**config.mk**
```make
export PLATFORM = sky130hd
export DESIGN_NAME = uart_autobaud_gen_flat
export DESIGN_NICKNAME = d
export VERILOG_FILES = /design/src/rtl/uart2ahb_pkg.sv /design/src/rtl/uart_autobaud_gen_if.sv /design/src/rtl/uart_baud_tick_div.sv /design/src/rtl/uart_autobaud_gen.sv /design/src/flat_wrapper.sv
export SDC_FILE = /design/constraint.sdc
export NUM_CORES = 1
export LEC_CHECK = 0
export ABC_AREA = 0
export BUFFER_PORTS_ARGS = -buffer_cell sky130_fd_sc_hd__buf_4
export CORE_UTILIZATION = 45
export CTS_BUF_LIST = sky130_fd_sc_hd__clkbuf_8
export DETAILED_ROUTE_END_ITERATION = 7
export PLACE_DENSITY_LB_ADDON = 0.2
export SETUP_SLACK_MARGIN = 0.4
export SKIP_CTS_REPAIR_TIMING = 1
export SYNTH_ARGS = -nofsm -noshare
export SYNTH_HDL_FRONTEND = slang
export SYNTH_HIERARCHICAL = 1
export SYNTH_SLANG_ARGS = --single-unit
```
**constraint.sdc**
```tcl
create_clock -name clk -period 8 [get_ports clk]
set_input_delay 0.8 -clock clk [delete_from_list [all_inputs] [get_ports clk]]
set_output_delay 0.8 -clock clk [all_outputs]
set_load 0.05 [all_outputs]
```
**src/rtl/uart2ahb_pkg.sv**
```systemverilog
// Shared definitions for the uart2ahb bridge: auto-baud FSM encoding and default sizing.
package uart2ahb_pkg;

  typedef enum logic [1:0] {
    ST_IDLE    = 2'd0,
    ST_MEASURE = 2'd1,
    ST_LOCKED  = 2'd2
  } ab_state_t;

  localparam int CNT_W_DEF    = 18;
  localparam int OSR_LOG2_DEF = 4;
  localparam int DIV_MIN      = 2;

endpackage

```
**src/rtl/uart_autobaud_gen_if.sv**
```systemverilog
// Serial input, control and status bundle of the auto-baud generator.
interface uart_autobaud_gen_if
  import uart2ahb_pkg::*;
#(
  parameter int CNT_W = CNT_W_DEF
);
  logic             ser_in;
  logic             mode_manual;
  logic [CNT_W-1:0] manual_div;
  logic             relock;
  logic             baud_tick;
  logic             locked;
  logic [CNT_W-1:0] div_value;
  logic             err_short;
  logic             err_timeout;

  modport slave (
    input  ser_in, mode_manual, manual_div, relock,
    output baud_tick, locked, div_value, err_short, err_timeout
  );

  modport master (
    output ser_in, mode_manual, manual_div, relock,
    input  baud_tick, locked, div_value, err_short, err_timeout
  );
endinterface

```
**src/rtl/uart_baud_tick_div.sv**
```systemverilog
// Down-counting divider: one-cycle baud_tick every div cycles, restarted by load.
module uart_baud_tick_div #(
  parameter int CNT_W = 18
) (
  input  logic             clk,
  input  logic             rst_n,
  input  logic             load,
  input  logic [CNT_W-1:0] div,
  output logic             baud_tick
);

  logic [CNT_W-1:0] cnt;

  // Count down to zero, then reload; a load restarts the period from div-1.
  always_ff @(posedge clk or negedge rst_n) begin
    if (!rst_n) begin
      cnt <= '0;
    end else if (div == '0) begin
      cnt <= '0;
    end else if (load || cnt == '0) begin
      cnt <= div - CNT_W'(1);
    end else begin
      cnt <= cnt - CNT_W'(1);
    end
  end

  // Tick is suppressed in the load cycle so the first tick lands div cycles later.
  assign baud_tick = (div != '0) && (cnt == '0) && !load;

endmodule

```
**src/rtl/uart_autobaud_gen.sv**
```systemverilog
// Auto-baud detector: measures the minimum edge-to-edge interval on ser_in,
// derives the oversample divider and drives the baud tick generator.
module uart_autobaud_gen
  import uart2ahb_pkg::*;
#(
  parameter int CNT_W    = CNT_W_DEF,
  parameter int OSR_LOG2 = OSR_LOG2_DEF,
  parameter int NUM_INT  = 8
) (
  input logic                clk,
  input logic                rst_n,
  uart_autobaud_gen_if.slave bus
);

  localparam logic [CNT_W-1:0] CNT_MAX = '1;

  logic             s1, s2, s3;
  logic             any_edge, fall;
  logic [CNT_W-1:0] cnt, interval, min_q, min_new, d, man_sel, div_q;
  logic [7:0]       int_cnt;
  logic             last_int, load;
  logic             locked_q, err_short_q, err_timeout_q;
  ab_state_t        state;

  assign any_edge = s2 ^ s3;
  assign fall     = s3 & ~s2;
  assign interval = (cnt == CNT_MAX) ? CNT_MAX : cnt + CNT_W'(1);
  assign min_new  = (interval < min_q) ? interval : min_q;
  assign d        = min_new >> OSR_LOG2;
  assign last_int = (int_cnt == 8'(NUM_INT - 1));
  assign man_sel  = (bus.manual_div >= CNT_W'(DIV_MIN)) ? bus.manual_div : '0;

  // Synchroniser plus history flop for edge detection.
  always_ff @(posedge clk or negedge rst_n) begin
    if (!rst_n) begin
      // NOTE: reset to 1 (line idle) so releasing reset on a high line is not seen as an edge.
      s1 <= 1'b1;
      s2 <= 1'b1;
      s3 <= 1'b1;
    end else begin
      // NOTE: non-blocking so each flop samples its predecessor's pre-edge value.
      s1 <= bus.ser_in;
      s2 <= s1;
      s3 <= s2;
    end
  end

  // Saturating edge-to-edge interval counter.
  always_ff @(posedge clk or negedge rst_n) begin
    if (!rst_n) begin
      cnt <= '0;
    end else if (any_edge) begin
      cnt <= '0;
    end else if (cnt != CNT_MAX) begin
      cnt <= cnt + CNT_W'(1);
    end
  end

  // Calibration FSM with registered status and divider outputs.
  always_ff @(posedge clk or negedge rst_n) begin
    if (!rst_n) begin
      state         <= ST_IDLE;
      min_q         <= '1;
      int_cnt       <= '0;
      div_q         <= '0;
      load          <= 1'b0;
      locked_q      <= 1'b0;
      err_short_q   <= 1'b0;
      err_timeout_q <= 1'b0;
    end else begin
      load          <= 1'b0;
      err_short_q   <= 1'b0;
      err_timeout_q <= 1'b0;
      if (bus.mode_manual) begin
        state    <= ST_IDLE;
        locked_q <= 1'b0;
        div_q    <= man_sel;
        load     <= (man_sel != div_q);
      end else if (bus.relock) begin
        state    <= ST_IDLE;
        locked_q <= 1'b0;
        div_q    <= '0;
      end else begin
        case (state)
          ST_IDLE: begin
            div_q <= '0;
            if (fall) begin
              state   <= ST_MEASURE;
              min_q   <= '1;
              int_cnt <= '0;
            end
          end
          ST_MEASURE: begin
            if (any_edge) begin
              min_q   <= min_new;
              int_cnt <= int_cnt + 8'd1;
              if (last_int) begin
                if (d >= CNT_W'(DIV_MIN)) begin
                  state    <= ST_LOCKED;
                  locked_q <= 1'b1;
                  div_q    <= d;
                  load     <= 1'b1;
                end else begin
                  state       <= ST_IDLE;
                  err_short_q <= 1'b1;
                end
              end
            end else if (cnt == CNT_MAX) begin
              state         <= ST_IDLE;
              min_q         <= '1;
              err_timeout_q <= 1'b1;
            end
          end
          ST_LOCKED: ;
          default: state <= ST_IDLE;
        endcase
      end
    end
  end

  assign bus.locked      = locked_q;
  assign bus.div_value   = div_q;
  assign bus.err_short   = err_short_q;
  assign bus.err_timeout = err_timeout_q;

  uart_baud_tick_div #(.CNT_W(CNT_W)) u_tick_div (
    .clk       (clk),
    .rst_n     (rst_n),
    .load      (load),
    .div       (div_q),
    .baud_tick (bus.baud_tick)
  );

endmodule

```
**src/flat_wrapper.sv**
```systemverilog
// flat-port wrapper written by rule: the top's interface ports become plain ports
module uart_autobaud_gen_flat import uart2ahb_pkg::*;
#(
  parameter int CNT_W    = CNT_W_DEF,
  parameter int OSR_LOG2 = OSR_LOG2_DEF,
  parameter int NUM_INT  = 8
)
  (clk, rst_n, bus_ser_in, bus_mode_manual, bus_manual_div, bus_relock, bus_baud_tick, bus_locked, bus_div_value, bus_err_short, bus_err_timeout);
  uart_autobaud_gen_if #(.CNT_W(CNT_W)) bus_i ();
  input logic clk;
  input logic rst_n;
  input wire logic [$bits(bus_i.ser_in)-1:0] bus_ser_in;
  input wire logic [$bits(bus_i.mode_manual)-1:0] bus_mode_manual;
  input wire logic [$bits(bus_i.manual_div)-1:0] bus_manual_div;
  input wire logic [$bits(bus_i.relock)-1:0] bus_relock;
  output wire logic [$bits(bus_i.baud_tick)-1:0] bus_baud_tick;
  output wire logic [$bits(bus_i.locked)-1:0] bus_locked;
  output wire logic [$bits(bus_i.div_value)-1:0] bus_div_value;
  output wire logic [$bits(bus_i.err_short)-1:0] bus_err_short;
  output wire logic [$bits(bus_i.err_timeout)-1:0] bus_err_timeout;
  assign bus_i.ser_in = bus_ser_in;
  assign bus_i.mode_manual = bus_mode_manual;
  assign bus_i.manual_div = bus_manual_div;
  assign bus_i.relock = bus_relock;
  assign bus_baud_tick = bus_i.baud_tick;
  assign bus_locked = bus_i.locked;
  assign bus_div_value = bus_i.div_value;
  assign bus_err_short = bus_i.err_short;
  assign bus_err_timeout = bus_i.err_timeout;
  uart_autobaud_gen #(.CNT_W(CNT_W), .OSR_LOG2(OSR_LOG2), .NUM_INT(NUM_INT)) u_core (.clk(clk), .rst_n(rst_n), .bus(bus_i));
endmodule
```
==> results of run 1 <==
final cells by class:
type / count / area (um2)
Inverter: 30 / 113
Clock inverter: 7 / 90.1
Timing Repair Buffer: 47 / 353
Clock buffer: 9 / 124
Multi-Input combinational cell: 465 / 3280
Sequential cell: 89 / 2250
Tap cell: 172 / 215
Fill cell: 1183 / 6140
path summary, 6_finish.rpt:
kind                          startpoint                   endpoint  slack [ps]  cells past startpoint
max                        u_core/cnt[0]    u_core/bus.div_value[3]        2840                     13
min                                rst_n  u_core/u_tick_div/cnt[17]         240                      1
max reg2reg                u_core/cnt[0]    u_core/bus.div_value[3]        2840                     13
min reg2reg                    u_core/s1                  u_core/s2         360                      0
max in group asynchronous          rst_n     u_core/bus.err_timeout        6560                      2
min in group clk               u_core/s1                  u_core/s2         360                      0
metrics by stage:
stage	instances	setup slack [ps]	total power [mW]
after detailed placement	803	2920	0.789
after floorplan	607	4010	0.713
after global routing	819	2430	1.18
final	819	2840	1.12
after CTS	819	2900	1.13
after global placement	803	3090	0.783
power groups by stage:
stage          clock network [mW]  logic (mW)  registers (mW)
4_1_cts                     0.350       0.224           0.558
2_1_floorplan                   0       0.145           0.568
3_5_place_dp                    0       0.223           0.567
5_1_grt                     0.365       0.248           0.567
3_3_place_gp                    0       0.219           0.564
6_report                    0.337       0.224           0.560
cell usage after synthesis (8+ instances only):
cell	n	share of area, %
dfrtp_1	68	29
nand2_1	57	3.7
o21ai_0	49	4.2
nor2_1	48	3.1
inv_1	30	2.0
xnor2_1	24	3.6
xor2_1	24	3.6
dfstp_2	21	9.6
ha_1	21	4.6
and2_1	18	2.0
mux2i_1	18	3.1
o22a_1	18	2.7
a21oi_1	17	1.5
nand4_1	17	1.8
nor4_1	15	1.6
clkbuf_1	14	0.91
nor3_1	14	1.2
nand3_1	13	1.1
mux2_2	11	2.1
mux2_4	8	2.1
or3_1	8	0.87
flip-flops by register name (all words and copies together) (netlist names):
name                    count
u_core/bus.div_value       18
u_core/cnt                 18
u_core/min_q               18
u_core/u_tick_div/cnt      18
u_core/int_cnt              8
u_core/state                2
u_core/bus.err_short        1
u_core/bus.err_timeout      1
u_core/bus.locked           1
u_core/load                 1
u_core/s1                   1
u_core/s2                   1
u_core/s3                   1
cell usage in the layout, fill, tap and decap left out, types with 4 or more instances in the layout:
| master | instances |
|---|---|
| a211oi_1 | 4 |
| and4_4 | 4 |
| mux2i_1 | 18 |
| nand2_1 | 57 |
| xor2_1 | 24 |
| dfstp_2 | 21 |
| nand4_1 | 17 |
| mux2_4 | 8 |
| a21oi_1 | 17 |
| nand3_1 | 13 |
| and3_1 | 5 |
| or4_1 | 6 |
| o21ai_0 | 49 |
| a31oi_1 | 6 |
| or3_1 | 8 |
| nor3_1 | 14 |
| mux2_2 | 11 |
| and2_1 | 18 |
| o22a_1 | 18 |
| a21o_1 | 4 |
| xnor2_1 | 24 |
| clkbuf_8 | 9 |
| nor2_1 | 48 |
| inv_1 | 30 |
| buf_4 | 47 |
| dfrtp_1 | 68 |
| ha_1 | 21 |
| nor4_1 | 15 |
worst max-delay path: cells and delay by family, from the launching register on:
family	cells	cell delay, ps
flops	1	440
compound gates	6	2140
fa+ha+maj	2	660
simple gates	4	1400
mux	1	420
routing by layer:
layer	GRT usage, %	share of wire (%)
met1	31.4	44
met2	37.9	48
met3	5.69	5.2
met4	8.92	2.5
met5	0	0
cells by family after synthesis:
family,count (synthesis)
compound gates,129
xor+xnor,48
fa+ha+maj,21
buf+inv,53
flops,89
mux,37
simple gates,230
==> flow_summary.json, run 1 <==
{
  "status": "finished, final reports clean",
  "synth-adder-area-share_pct": 4.55,
  "cts_htree_levels": 3,
  "core_mm2": 0.0126,
  "placed_cell_area_mm2": 0.00621,
  "grt_start_max_net_pins": 80,
  "cp.arrival_ps": 5450,
  "synth_cells": 607,
  "slew-limit-headroom_pct": 21.7,
  "tightest_slew_ps": 1160,
  "ys.flop_type": "dfrtp_1",
  "drv_cap": 0,
  "hold-worst-slack_ps": 237,
  "track_usage_pct": 23.8,
  "min_path_type": "primary input to async pin",
  "powerDensity_mw_per_mm2": 174,
  "async_reset_ff_share_pct": 100,
  "syn_area_mm2": 0.00577,
  "cp_cell_sequence": "ha_1 > nand4_1 > or3_1 > nand2_1 > ha_1 > a21oi_1 > o21ai_0 > a21oi_1 > o21ai_0 > or2_2 > o31ai_4 > o31ai_4 > mux2_2",
  "clock_path_buffers": 2,
  "seq_power_share_pct": 49.9,
  "period_minus_slack_ps": 5160,
  "finalCritPeriodShare_pct": 64.5,
  "synth_top_family_by_area": "simple AND/OR/NAND/NOR gates",
  "drt_iter0_drc": 533,
  "skew_ps": 14.4,
  "remaining_drc_errors": 0,
  "die-area_mm2": 0.0133,
  "final_hold_viol_count": 0,
  "slowest_stage": "o21ai_0",
  "yosys.area_share.simple_pct": 21.8,
  "num_vias": 4755,
  "nets": 686,
  "start_util_pct": 45.9,
  "crit_path_max_incr_delay_ps": 900,
  "synth_compound_area_share_pct": 15.9,
  "dr.pass1.iters": 5,
  "ys_warn_count": 6,
  "fin_setup_tns_ps": 0,
  "cts_root_buf": "clkbuf_8",
  "grt_overflow": 0,
  "synth_edf_count": 0,
  "insertion_delay_ps": 390,
  "port_buffers": 44,
  "grt_pass1_wl_mm": 24.1,
  "switching_share_pct": 32.7,
  "start_kind": "flop",
  "cp.required_ps": 8280,
  "syn_avg_cell_area_um2": 9.51,
  "rsz0062_at_grt": "no",
  "routedWlPerCell_um": 18.1,
  "drive_gt1_share_pct": 20.1,
  "viasPerCell": 5.81,
  "finalMaxSlewViolations": 0,
  "p_leak_nw": 2.94,
  "finalSetupViolCount": 0,
  "yosys.cell_types.count": 69,
  "fin_area_mm2": 0.00643,
  "n_antenna_cell": 0,
  "share_comb_of_total_power_pct": 20.0,
  "hpwl_mm": 10.9,
  "end_kind": "flop",
  "clk_pin_slew_ps": 100,
  "switching_power_uw": 367,
  "synth-xor-area-share_pct": 7.28,
  "synth_seq_cells": 89,
  "crit_type": "flop to flop",
  "muxShareOfSynthArea_pct": 7.35,
  "final_core_util_pct": 51.1,
  "max-vdd-ir-drop_uv": 182,
  "cts_buffers": 9,
  "synthesis.nets": 651,
  "wl_mm": 14.8,
  "gp_congestion": 0.948,
  "antenna_found_initial": 0,
  "detail-route-antenna-nets": 0,
  "clock_power_share_pct": 30.1,
  "syn2layout_area_growth_pct": 11.3,
  "grt_pass1_vias": 4584,
  "intPower_uw": 754,
  "die_h_um": 115,
  "die_w_um": 115,
  "cts.sink_count": 89,
  "cp_max_fo": 18,
  "pin_count": 45,
  "cts_tree": "done",
  "fmax_ghz": 0.194,
  "row_count": 41,
  "ys_seq_area_share_pct": 39.0
}
No activity file was read; power rests on OpenSTA's default activity.
==> inputs of run 2 (changes only) <==
Clock period 8 ns to 5.2 ns, I/O delays scaled along.
==> flow_summary.json, run 2 (synthesized netlist as in run 1, its figures left out) <==
{
  "status": "finished, final reports clean",
  "cts_tree": "done",
  "finalPower_mw": 1.68,
  "final_common_cell": "dfrtp_1",
  "final_cell_mix": "68 x dfrtp_1, 57 x nand2_1, 54 x buf_4",
  "slew-limit-headroom_pct": 36.8,
  "core_mm2": 0.0126,
  "fin_setup_tns_ps": 0,
  "pin_count": 45,
  "start_util_pct": 45.9,
  "crit_type": "flop to flop",
  "antenna_found_initial": 0,
  "intPower_mw": 1.11,
  "die_h_um": 115,
  "max-vdd-ir-drop_uv": 255,
  "port_buffers": 44,
  "die_w_um": 115,
  "skew_ps": 11.8,
  "period_minus_slack_ps": 4470,
  "grt_pass1_wl_mm": 24.1,
  "wl_mm": 14.8,
  "nets": 693,
  "final_cell_count_no_fill": 826,
  "num_vias": 4753,
  "end_kind": "flop",
  "viasPerCell": 5.75,
  "die-area_mm2": 0.0133,
  "cts.sink_count": 89,
  "placed_cell_area_mm2": 0.00625,
  "cp.arrival_ps": 4750,
  "grt_pass1_vias": 4626,
  "routedWlPerCell_um": 18.0,
  "ff2ff_setup_slack_ps": 730,
  "row_count": 41,
  "switching_share_pct": 33.9,
  "hpwl_mm": 10.8,
  "n_antenna_cell": 0,
  "clock_path_buffers": 2,
  "drive_gt1_share_pct": 21.1,
  "remaining_drc_errors": 0,
  "final_hold_viol_count": 0,
  "powerDensity_mw_per_mm2": 261,
  "grt_overflow": 0,
  "drv_cap": 0,
  "min_path_type": "primary input to async pin",
  "cts_buffers": 9,
  "detail-route-antenna-nets": 0,
  "finalSetupViolCount": 0,
  "clock_power_share_pct": 28.5,
  "gp_congestion": 0.906,
  "dpl_worst_slack_ps": 429,
  "clk_pin_slew_ps": 100,
  "cts_htree_levels": 3,
  "cp_max_fo": 18,
  "share_comb_of_total_power_pct": 20.5,
  "finalCritPeriodShare_pct": 86.0,
  "start_kind": "flop",
  "syn2layout_area_growth_pct": 12.0,
  "slowest_stage": "or4_1",
  "p_leak_nw": 2.97,
  "drt_iter0_drc": 395,
  "fin_area_mm2": 0.00647,
  "cts_root_buf": "clkbuf_8",
  "grt_start_max_net_pins": 58,
  "tightest_slew_ps": 946,
  "crit_path_max_incr_delay_ps": 580,
  "track_usage_pct": 24.0,
  "fmax_ghz": 0.224,
  "dp_cells": 808,
  "rsz0062_at_grt": "no",
  "cp_cell_sequence": "ha_1 > and4_4 > and3_1 > nand3_1 > xor2_1 > nand2_1 > ha_1 > nand4_1 > or4_1 > a311oi_4 > or2_4 > o31ai_4 > o31ai_4 > buf_4 > mux2_2",
  "dr.pass1.iters": 4,
  "seq_power_share_pct": 51.0,
  "switching_power_uw": 571,
  "fin_ws_ps": 730,
  "insertion_delay_ps": 390,
  "finalMaxSlewViolations": 0,
  "cp.required_ps": 5480
}
[run 2: changes by cell type in the layout (fill, tap and decap cells not counted)]
cell | previous run | this run
buf_4 | 47 | 54
or2_4 | 0 | 1
or3_1 | 8 | 7
o21ai_1 | 1 | 2
o21ai_0 | 49 | 48
or3_4 | 1 | 2
or2_2 | 3 | 2
bufinv_16 | 1 | 0
inv_6 | 2 | 3
[run 2: metrics by stage]
| step | utilization [%] | hold slack (ps) |
|---|---|---|
| final | 51.4 | 70.1 |
| after global routing | 51.4 | 90.4 |
| after CTS | 51.3 | 75.7 |
| after detailed placement | 49.7 | 347 |
| after global placement | 49.7 | 352 |
| after floorplan | - | 224 |
[run 2: per-layer routing]
metal	share of wire [%]	GRT usage (%)
met5	0	0
met4	2.7	10.1
met3	4.7	4.85
met2	47	37.1
met1	46	32.6
[run 2: worst paths after layout]
check	startpoint	endpoint	depth (start not counted)
min in group clk	bus_ser_in	u_core/s1	1
setup reg to reg	u_core/cnt[0]	u_core/bus.div_value[0]	15
max in group asynchronous	rst_n	u_core/cnt[15]	2
setup / recovery	u_core/cnt[0]	u_core/bus.div_value[0]	15
hold / removal	rst_n	u_core/cnt[10]	1
hold reg to reg	u_core/s1	u_core/s2	0
[run 2: area by class of cell]
cell class / count / area, um2
flip-flops and latches: 89 / 2250
fillers: 1187 / 6100
well taps: 172 / 215
clock inverters: 7 / 68.8
multi-input cells: 465 / 3290
repair buffers: 54 / 405
inverters: 30 / 113
clock buffers: 9 / 124
[run 2: critical path: cells and delay by family (launching register included)]
kind | cells | cell delay [ps]
adders and majority gates | 2 | 540
and+or+nand+nor | 7 | 1820
xor gates and xnor gates | 1 | 150
DFF | 1 | 430
buffers and inverters | 1 | 310
muxes | 1 | 370
AOI/OAI and AO/OA | 3 | 730
[run 2: power by group through the flow]
stage	Clock [mW]	Combinational (mW)	Sequential (mW)
floorplan	0	0.224	0.874
global placement	0	0.337	0.868
detailed placement	0	0.344	0.870
CTS	0.497	0.346	0.857
global route	0.524	0.386	0.871
finish	0.480	0.346	0.859
